$ cat config.mk
export PLATFORM = sky130hd
export DESIGN_NAME = icache_flat
export DESIGN_NICKNAME = d
export VERILOG_FILES = /design/src/rtl/icache_if.sv /design/src/rtl/icache.sv /design/src/flat_wrapper.sv
export SDC_FILE = /design/constraint.sdc
export NUM_CORES = 1
export LEC_CHECK = 0
export CORE_UTILIZATION = 55
export CTS_BUF_LIST = sky130_fd_sc_hd__clkbuf_2 sky130_fd_sc_hd__clkbuf_4 sky130_fd_sc_hd__clkbuf_8
export CTS_CLUSTER_DIAMETER = 40
export DETAILED_ROUTE_END_ITERATION = 7
export GPL_TIMING_DRIVEN = 0
export HOLD_SLACK_MARGIN = 0.08
export PLACE_DENSITY = 0.76
export REMOVE_ABC_BUFFERS = 1
export SYNTH_ARGS = -nofsm -noshare
export SYNTH_HDL_FRONTEND = slang
export SYNTH_SLANG_ARGS = --single-unit
$ cat constraint.sdc
create_clock -name CLK -period 5.2 [get_ports CLK]
set_input_delay 1.04 -clock CLK [delete_from_list [all_inputs] [get_ports CLK]]
set_output_delay 1.04 -clock CLK [all_outputs]
set_load 0.01 [all_outputs]
$ cat src/rtl/icache_if.sv
// Fetch-side bundle for icache: datapath request/response plus the
// memory-controller instruction read port.
interface icache_if;
  logic        imemREN;
  logic [31:0] imemaddr;
  logic        ihit;
  logic [31:0] imemload;
  logic        iREN;
  logic [31:0] iaddr;
  logic        iwait;
  logic [31:0] iload;

  modport slave (
    input  imemREN, imemaddr, iwait, iload,
    output ihit, imemload, iREN, iaddr
  );

  modport master (
    output imemREN, imemaddr, iwait, iload,
    input  ihit, imemload, iREN, iaddr
  );
endinterface

$ cat src/rtl/icache.sv
// Direct-mapped, one-word-per-block, read-only instruction cache.
// Optional hit/miss counters are enabled by defining ICACHE_STATS_EN.
module icache #(
  parameter int SETS = 16
) (
  input  logic        CLK,
  input  logic        nRST,
  icache_if.slave     bus
`ifdef ICACHE_STATS_EN
  ,
  output logic [31:0] hit_count,
  output logic [31:0] miss_count
`endif
);

  localparam int IW = $clog2(SETS);
  localparam int TW = 30 - IW;

  typedef enum logic {IDLE, FETCH} state_t;

  state_t          state, next_state;
  logic [SETS-1:0] valid;
  logic [TW-1:0]   tags [SETS];
  logic [31:0]     data [SETS];
  logic [31:0]     miss_addr;

  logic [IW-1:0]   idx, fill_idx;
  logic [TW-1:0]   tag, fill_tag;
  logic            lookup_hit;
  logic            miss, fill;
  logic            unused_addr_bits;

  assign idx      = bus.imemaddr[2+IW-1:2];
  assign tag      = bus.imemaddr[31:2+IW];
  assign fill_idx = miss_addr[2+IW-1:2];
  assign fill_tag = miss_addr[31:2+IW];

  assign lookup_hit       = valid[idx] && (tags[idx] == tag);
  assign unused_addr_bits = ^bus.imemaddr[1:0];

  always_comb begin
    next_state   = state;
    miss         = 1'b0;
    fill         = 1'b0;
    bus.ihit     = 1'b0;
    bus.imemload = '0;
    bus.iREN     = 1'b0;
    bus.iaddr    = '0;
    case (state)
      IDLE: begin
        if (bus.imemREN) begin
          if (lookup_hit) begin
            bus.ihit     = 1'b1;
            bus.imemload = data[idx];
          end else begin
            miss       = 1'b1;
            next_state = FETCH;
          end
        end
      end
      FETCH: begin
        // The fill is committed to miss_addr regardless of what the datapath does now
        bus.iREN  = 1'b1;
        bus.iaddr = miss_addr;
        if (!bus.iwait) begin
          fill       = 1'b1;
          next_state = IDLE;
        end
      end
      default: next_state = IDLE;
    endcase
  end

  always_ff @(posedge CLK or negedge nRST) begin
    if (!nRST) begin
      state     <= IDLE;
      valid     <= '0;
      miss_addr <= '0;
    end else begin
      state <= next_state;
      if (miss) begin
        miss_addr <= {bus.imemaddr[31:2], 2'b00};
      end
      if (fill) begin
        valid[fill_idx] <= 1'b1;
      end
    end
  end

  // Tag/data need no reset: they are only meaningful behind a set valid bit
  always_ff @(posedge CLK) begin
    if (fill) begin
      tags[fill_idx] <= fill_tag;
      data[fill_idx] <= bus.iload;
    end
  end

`ifdef ICACHE_STATS_EN
  always_ff @(posedge CLK or negedge nRST) begin
    if (!nRST) begin
      hit_count  <= '0;
      miss_count <= '0;
    end else begin
      if (bus.ihit && (hit_count != '1)) begin
        hit_count <= hit_count + 32'd1;
      end
      if (miss && (miss_count != '1)) begin
        miss_count <= miss_count + 32'd1;
      end
    end
  end
`endif

endmodule

$ cat src/flat_wrapper.sv
// flat-port wrapper written by rule: the top's interface ports become plain ports
module icache_flat 
#(
  parameter int SETS = 16
)
  (CLK, nRST, bus_imemREN, bus_imemaddr, bus_iwait, bus_iload, bus_ihit, bus_imemload, bus_iREN, bus_iaddr);
  icache_if bus_i ();
  input  logic CLK;
  input  logic nRST;
  input wire logic [$bits(bus_i.imemREN)-1:0] bus_imemREN;
  input wire logic [$bits(bus_i.imemaddr)-1:0] bus_imemaddr;
  input wire logic [$bits(bus_i.iwait)-1:0] bus_iwait;
  input wire logic [$bits(bus_i.iload)-1:0] bus_iload;
  output wire logic [$bits(bus_i.ihit)-1:0] bus_ihit;
  output wire logic [$bits(bus_i.imemload)-1:0] bus_imemload;
  output wire logic [$bits(bus_i.iREN)-1:0] bus_iREN;
  output wire logic [$bits(bus_i.iaddr)-1:0] bus_iaddr;
  assign bus_i.imemREN = bus_imemREN;
  assign bus_i.imemaddr = bus_imemaddr;
  assign bus_i.iwait = bus_iwait;
  assign bus_i.iload = bus_iload;
  assign bus_ihit = bus_i.ihit;
  assign bus_imemload = bus_i.imemload;
  assign bus_iREN = bus_i.iREN;
  assign bus_iaddr = bus_i.iaddr;
  icache #(.SETS(SETS)) u_core (.CLK(CLK), .nRST(nRST), .bus(bus_i));
endmodule
Word level (Yosys, flattened, before mapping):

Memories as Yosys holds them, arrays and structs flattened.
Index checks and enable logic that the tools add are counted.

* register bits: 47
* memory bits (writable): 928
* output and inout port bits: 66
* memories kept: 2

Memory list
* u_core.data: words 16, bits a word 32, read ports 1, clocked after Yosys merged registers in 0, write ports 1, line icache.sv:24 `logic [31:0] data [SETS];`
* u_core.tags: words 16, bits a word 26, read ports 1, clocked after Yosys merged registers in 0, write ports 1, line icache.sv:23 `logic [TW-1:0] tags [SETS];`

* $lt $le $gt $ge: 3
* equal/unequal tests: 1
* mux-type cells: 21
* bitwise gates (word level): 2
* reductions and logical operators: 2

Operator list (count)
* 32-bit two-way mux: 4
* 26-bit equality test: 1
* 16-bit OR: 1
* 1-bit two-way mux: 14
* 4-bit by 5-bit less-than comparator with 1-bit output, second input constant: 2
* 1-bit binary-select mux with 4-bit select: 1
* 1-bit demux with 4-bit select: 1
* 4-bit by 1-bit greater-or-equal comparator with 1-bit output, second input constant: 1
* 1-bit logical AND: 2
* 1-bit one-hot mux with 2 select lines: 1
* 1-bit NOT: 1

Depth between registers and ports, before layout:

* depth in word-level cells: 6
* depth in mapped cells: 14
* depth with buffers taken out: 8

Worst setup path before layout:

No wires, ideal clock.

* path type: input to register
* start point: input port bus_iwait
* end point: register u_core.valid[0]
* setup time: 0.089 ns
* arrival: 6.019 ns
* data required time: 5.111 ns
* setup slack: -0.908 ns
* stages: 4
* cell sequence: nand2b_1 -> or3_1 -> nor3_1 -> or2_2

* word-level cells in the longest chain between the ends: 2

Ends and longest elaborated chain
* from (decl): line flat_wrapper.sv:12 `input wire logic [$bits(bus_i.iwait)-1:0] bus_iwait;`
* 1-bit two-way mux: line icache.sv:65 `if (!bus.iwait) begin`
* 1-bit two-way mux: line icache.sv:49 `case (state)`
* to (signal assigned): line icache.sv:77 `valid <= '0;`
* to (signal, indexed assignment): line icache.sv:85 `valid[fill_idx] <= 1'b1;`
* to (decl): line icache.sv:22 `logic [SETS-1:0] valid;`

No other way between the ends.
A chain may end at the register's enable or synchronous reset.

Worst setup path after layout:

* start point: input port bus_imemaddr[3]
* end point: output port bus_imemload[24]

* word-level cells in the longest chain between the ends: 6
* elaborated cells on any way between the ends: 9
* classes of those cells: eq/ne: 1; mux: 5; reduce/logical: 1; memory: 2

Ends and longest elaborated chain
* from (decl): line flat_wrapper.sv:11 `input wire logic [$bits(bus_i.imemaddr)-1:0] bus_imemaddr;`
* memory read 16 x 26 bit or 1-bit binary-select mux with 4-bit select (tied branches)
* 26-bit equality test or 1-bit two-way mux (tied branches): line icache.sv:38 `assign lookup_hit = valid[idx] && (tags[idx] == tag);`
* 1-bit logical AND: line icache.sv:38
* 32-bit two-way mux *: line icache.sv:52 `if (lookup_hit) begin`
* 32-bit two-way mux *: line icache.sv:51 `if (bus.imemREN) begin`
* 32-bit two-way mux *: line icache.sv:49
* to (decl): line flat_wrapper.sv:15 `output wire logic [$bits(bus_i.imemload)-1:0] bus_imemload;`

Every way passes the cells marked *; elsewhere a longest branch is shown, timed or not. The select of a mux whose other input is x is not followed.

==> reports/qor.txt <==
Crit Path Max Fanout: 12
Initial Utilization: 55.6%
Synth area leader: edfxtp_1
post-synthesis register bit count: 975
DIE HEIGHT: 266 µm
I/O Buffers: 129
Least-Margin Pin Slew: 0.981 ns
Clock transition at path regs: 0.06 ns
status: finished clean
TritonCTS Sinks: 975
register-to-register setup slack: 1.51 ns
fin crit period: 5.12 ns
post-DR vias/cell: 6.32
Crit Path Category: input port to output pin
Required @ worst endpoint: 4.16 ns
first-pass GRT wire length: 132 mm
PD cells: 375 mW/mm²
Setup WS post-layout: 0.0755 ns
CTS Hold Bufs: 0
hold crit path type: input port to asynchronous set/reset pin
io pins: 134
fin cells: 3055
wire per inst: 30.5 µm
initial antenna violation count: 5
Hold Fails Final Rpt: 0
total gr overflow: 0
FFs w/ async S/R, synth: 4.82%
max-slew violations: 0
layout cells sized above 1: 33.3%
RSZ-0062 raised after global routing: no
drt total wl: 93.1 mm
crit path from: bus_imemaddr[3]
Site Rows: 96
top cell type's share of synthesized area: 72.9%
utilization after layout: 66.3%
vias in the first global route: 19800
# DRC: 0
Synth area leaders: edfxtp_1 (73%), mux4_2 (15%), dfrtp_1 (3.1%), mux2i_1 (1.7%), mux2_4 (1.1%)
die span in x: 266 µm
Post-synth EDFFs: 928
FF-to-FF End: u_core.miss_addr[6]
CP max-delay cell: mux4_2
Via Count: 19300
NetSw: 3.90 mW
sequential fraction of the synthesis area: 76.0%
Flop pwr share: 55.0%
R2R Path Start: u_core.tags[9][25]
largest net degree at the start of global routing: 60
Internal: 13.2 mW
clk_lat worst skew: 0.79 ns
Final #Nets: 2076
Final Setup Violations: 0
Syn. warnings: 0
crit path capture type: output pin
Leak: 15.0 nW
worst setup path end: bus_imemload[24]
Top FF cell, synth: edfxtp_1
Most Frequent Cell on Critical Path: buf_16
clk root buf: clkbuf_8
CP peak stage delay: 0.50 ns
part of the cycle the worst path needs: 98.5%
Mean Syn Cell Area: 22.5 µm²
fillers: 4235
DRT Pass-1 Iters: 5
Max Cap Violations: 0
TritonCTS buffer count: 151
Design Power: 17.1 mW
CTS tree: yes
cell count after placement: 2749
cell area after synthesis: 0.0382 mm²
core area: 0.0687 mm²
DRT iter0 DRCs: 2183
Slew Limit Headroom: 34.5%
crit start category: input port
RD Place Congestion: 0.750
Clock Power Share: 36.5%
Post-DRT Antenna Nets: 0
Worst EP arrival: 4.08 ns
logic gate share of total power: 8.4%
Max H-tree Level: 4
Worst R2R Path Depth: 10
total track usage: 26.6%
sw frac: 22.8%
delay-heaviest family, CP: simple AND/OR/NAND/NOR gates
Synth Instances: 1699
die footprint: 0.0705 mm²
Yosys cell types: 57
clk buf depth: 3
crit-path cells: buf_16 -> buf_16 -> mux4_2 -> a22o_1 -> a221oi_2 -> xor2_1 -> or3b_4 -> nor3_2 -> and4_4 -> buf_12 -> and2_1 -> dlygate4sd2_1
Max Fclk: 195 MHz
Max IR drop VDD: 0.265 mV
Area growth, synth to finish: 19.2%
pre-CTS WS: -1.78 ns
WP depth: 12
Post-DP HPWL: 50.9 mm
Buf/Inv on CP: 4
clk_skew: 0.0207 ns
setup TNS: 0 ns
timing repair:
item | CTS | global route
gates resized for setup | 87 | 21
endpoints found under the setup margin | 33 | 33
setup buffers | 10 | 8
hold endpoints to repair | 0 | 0
gates cloned | 16 | 4
pin swaps | 1 | 5
final cells by class:
type | instances | area, µm² | area share, %
antenna | 2 | 5.00 | 0.0110
clock buffer | 205 | 2530 | 5.55
clock inverter | 62 | 415 | 0.912
inverter | 7 | 37.5 | 0.0824
multi-input combinational | 629 | 8910 | 19.6
sequential | 975 | 29000 | 63.8
tap | 931 | 1160 | 2.56
timing repair buffer | 243 | 3440 | 7.56
timing repair inverter | 1 | 7.51 | 0.0165
power groups by stage:
stage / logic (mW) / registers (mW) / clock network (mW)
after global placement: 1.47 / 9.55 / 0
after global routing: 1.51 / 9.44 / 6.66
after detailed placement: 1.31 / 9.55 / 0
after floorplan: 0.690 / 9.44 / 0
after CTS: 1.41 / 9.39 / 6.32
final: 1.44 / 9.41 / 6.25
synthesized netlist by cell type (9+ instances only):
cell type	instances
and2_1	65
buf_1	13
buf_2	20
buf_4	9
buf_6	10
clkbuf_1	34
dfrtp_1	47
edfxtp_1	928
mux2_4	29
mux2i_1	65
mux4_2	254
nand2_1	16
nand4_1	12
nor2_1	18
nor3_1	13
or2_2	17
xnor2_1	25
xor2_1	11
worst min path at each step:
stage / start / end / slack, ns / depth (start not counted)
floorplan: u_core.valid[10] / u_core.valid[10] / 0.43 / 1
global placement: u_core.valid[14] / u_core.valid[14] / 0.45 / 1
detailed placement: u_core.valid[1] / u_core.valid[1] / 0.45 / 1
CTS: nRST / u_core.miss_addr[11] / 0.29 / 1
global route: nRST / u_core.miss_addr[11] / 0.32 / 1
finish: nRST / u_core.miss_addr[31] / 0.33 / 1
flip-flops by register name (all words and copies together) (netlist names):
signal / flops
u_core.valid: 16
u_core.data: 512
u_core.miss_addr: 30
u_core.state: 1
u_core.tags: 416
cell usage in the layout (no fill, tap or decap), types with 20 or more instances in the layout:
cell type and count:
buf_4 20, buf_6 23, buf_16 23, buf_12 33, clkinv_1 38, clkbuf_8 158, xnor2_1 20, clkdlybuf4s50_1 91
mux4_2 254, mux2_4 29, clkbuf_4 47, dfrtp_1 46, mux2i_1 63, and2_1 59, edfxtp_1 928
metrics by stage:
step | hold slack, ns | instance area (µm²)
CTS | 0.291 | 45400
floorplan | 0.434 | 37700
global placement | 0.446 | 40200
global route | 0.323 | 45600
detailed placement | 0.453 | 41700
finish | 0.326 | 45600
logic make-up after synthesis:
kind of cell | Yosys count | share of synthesized area, %
buf+inv | 96 | 1.38
other cells | 1 | 0.00981
mux | 349 | 17.8
flops | 975 | 76.0
simple gates | 187 | 2.87
xor+xnor | 36 | 0.825
compound gates | 55 | 1.07
routing by layer:
layer | GRT usage (%) | wire length (µm)
met5 | 0 | 27
met4 | 10.1 | 2840
met3 | 6.56 | 8310
met2 | 43.9 | 47100
met1 | 34.6 | 34800
worst reg2reg max path, stage by stage, from the launching register on:
cell,delay [ns]
edfxtp_1,0.40
mux4_2,0.48
a22o_1,0.24
a221oi_2,0.21
xor2_1,0.31
buf_4,0.17
nand4_1,0.08
or4_1,0.49
o31a_2,0.58
buf_12,0.29
mux2_4,0.32
Power figures use the tool's default switching activity.
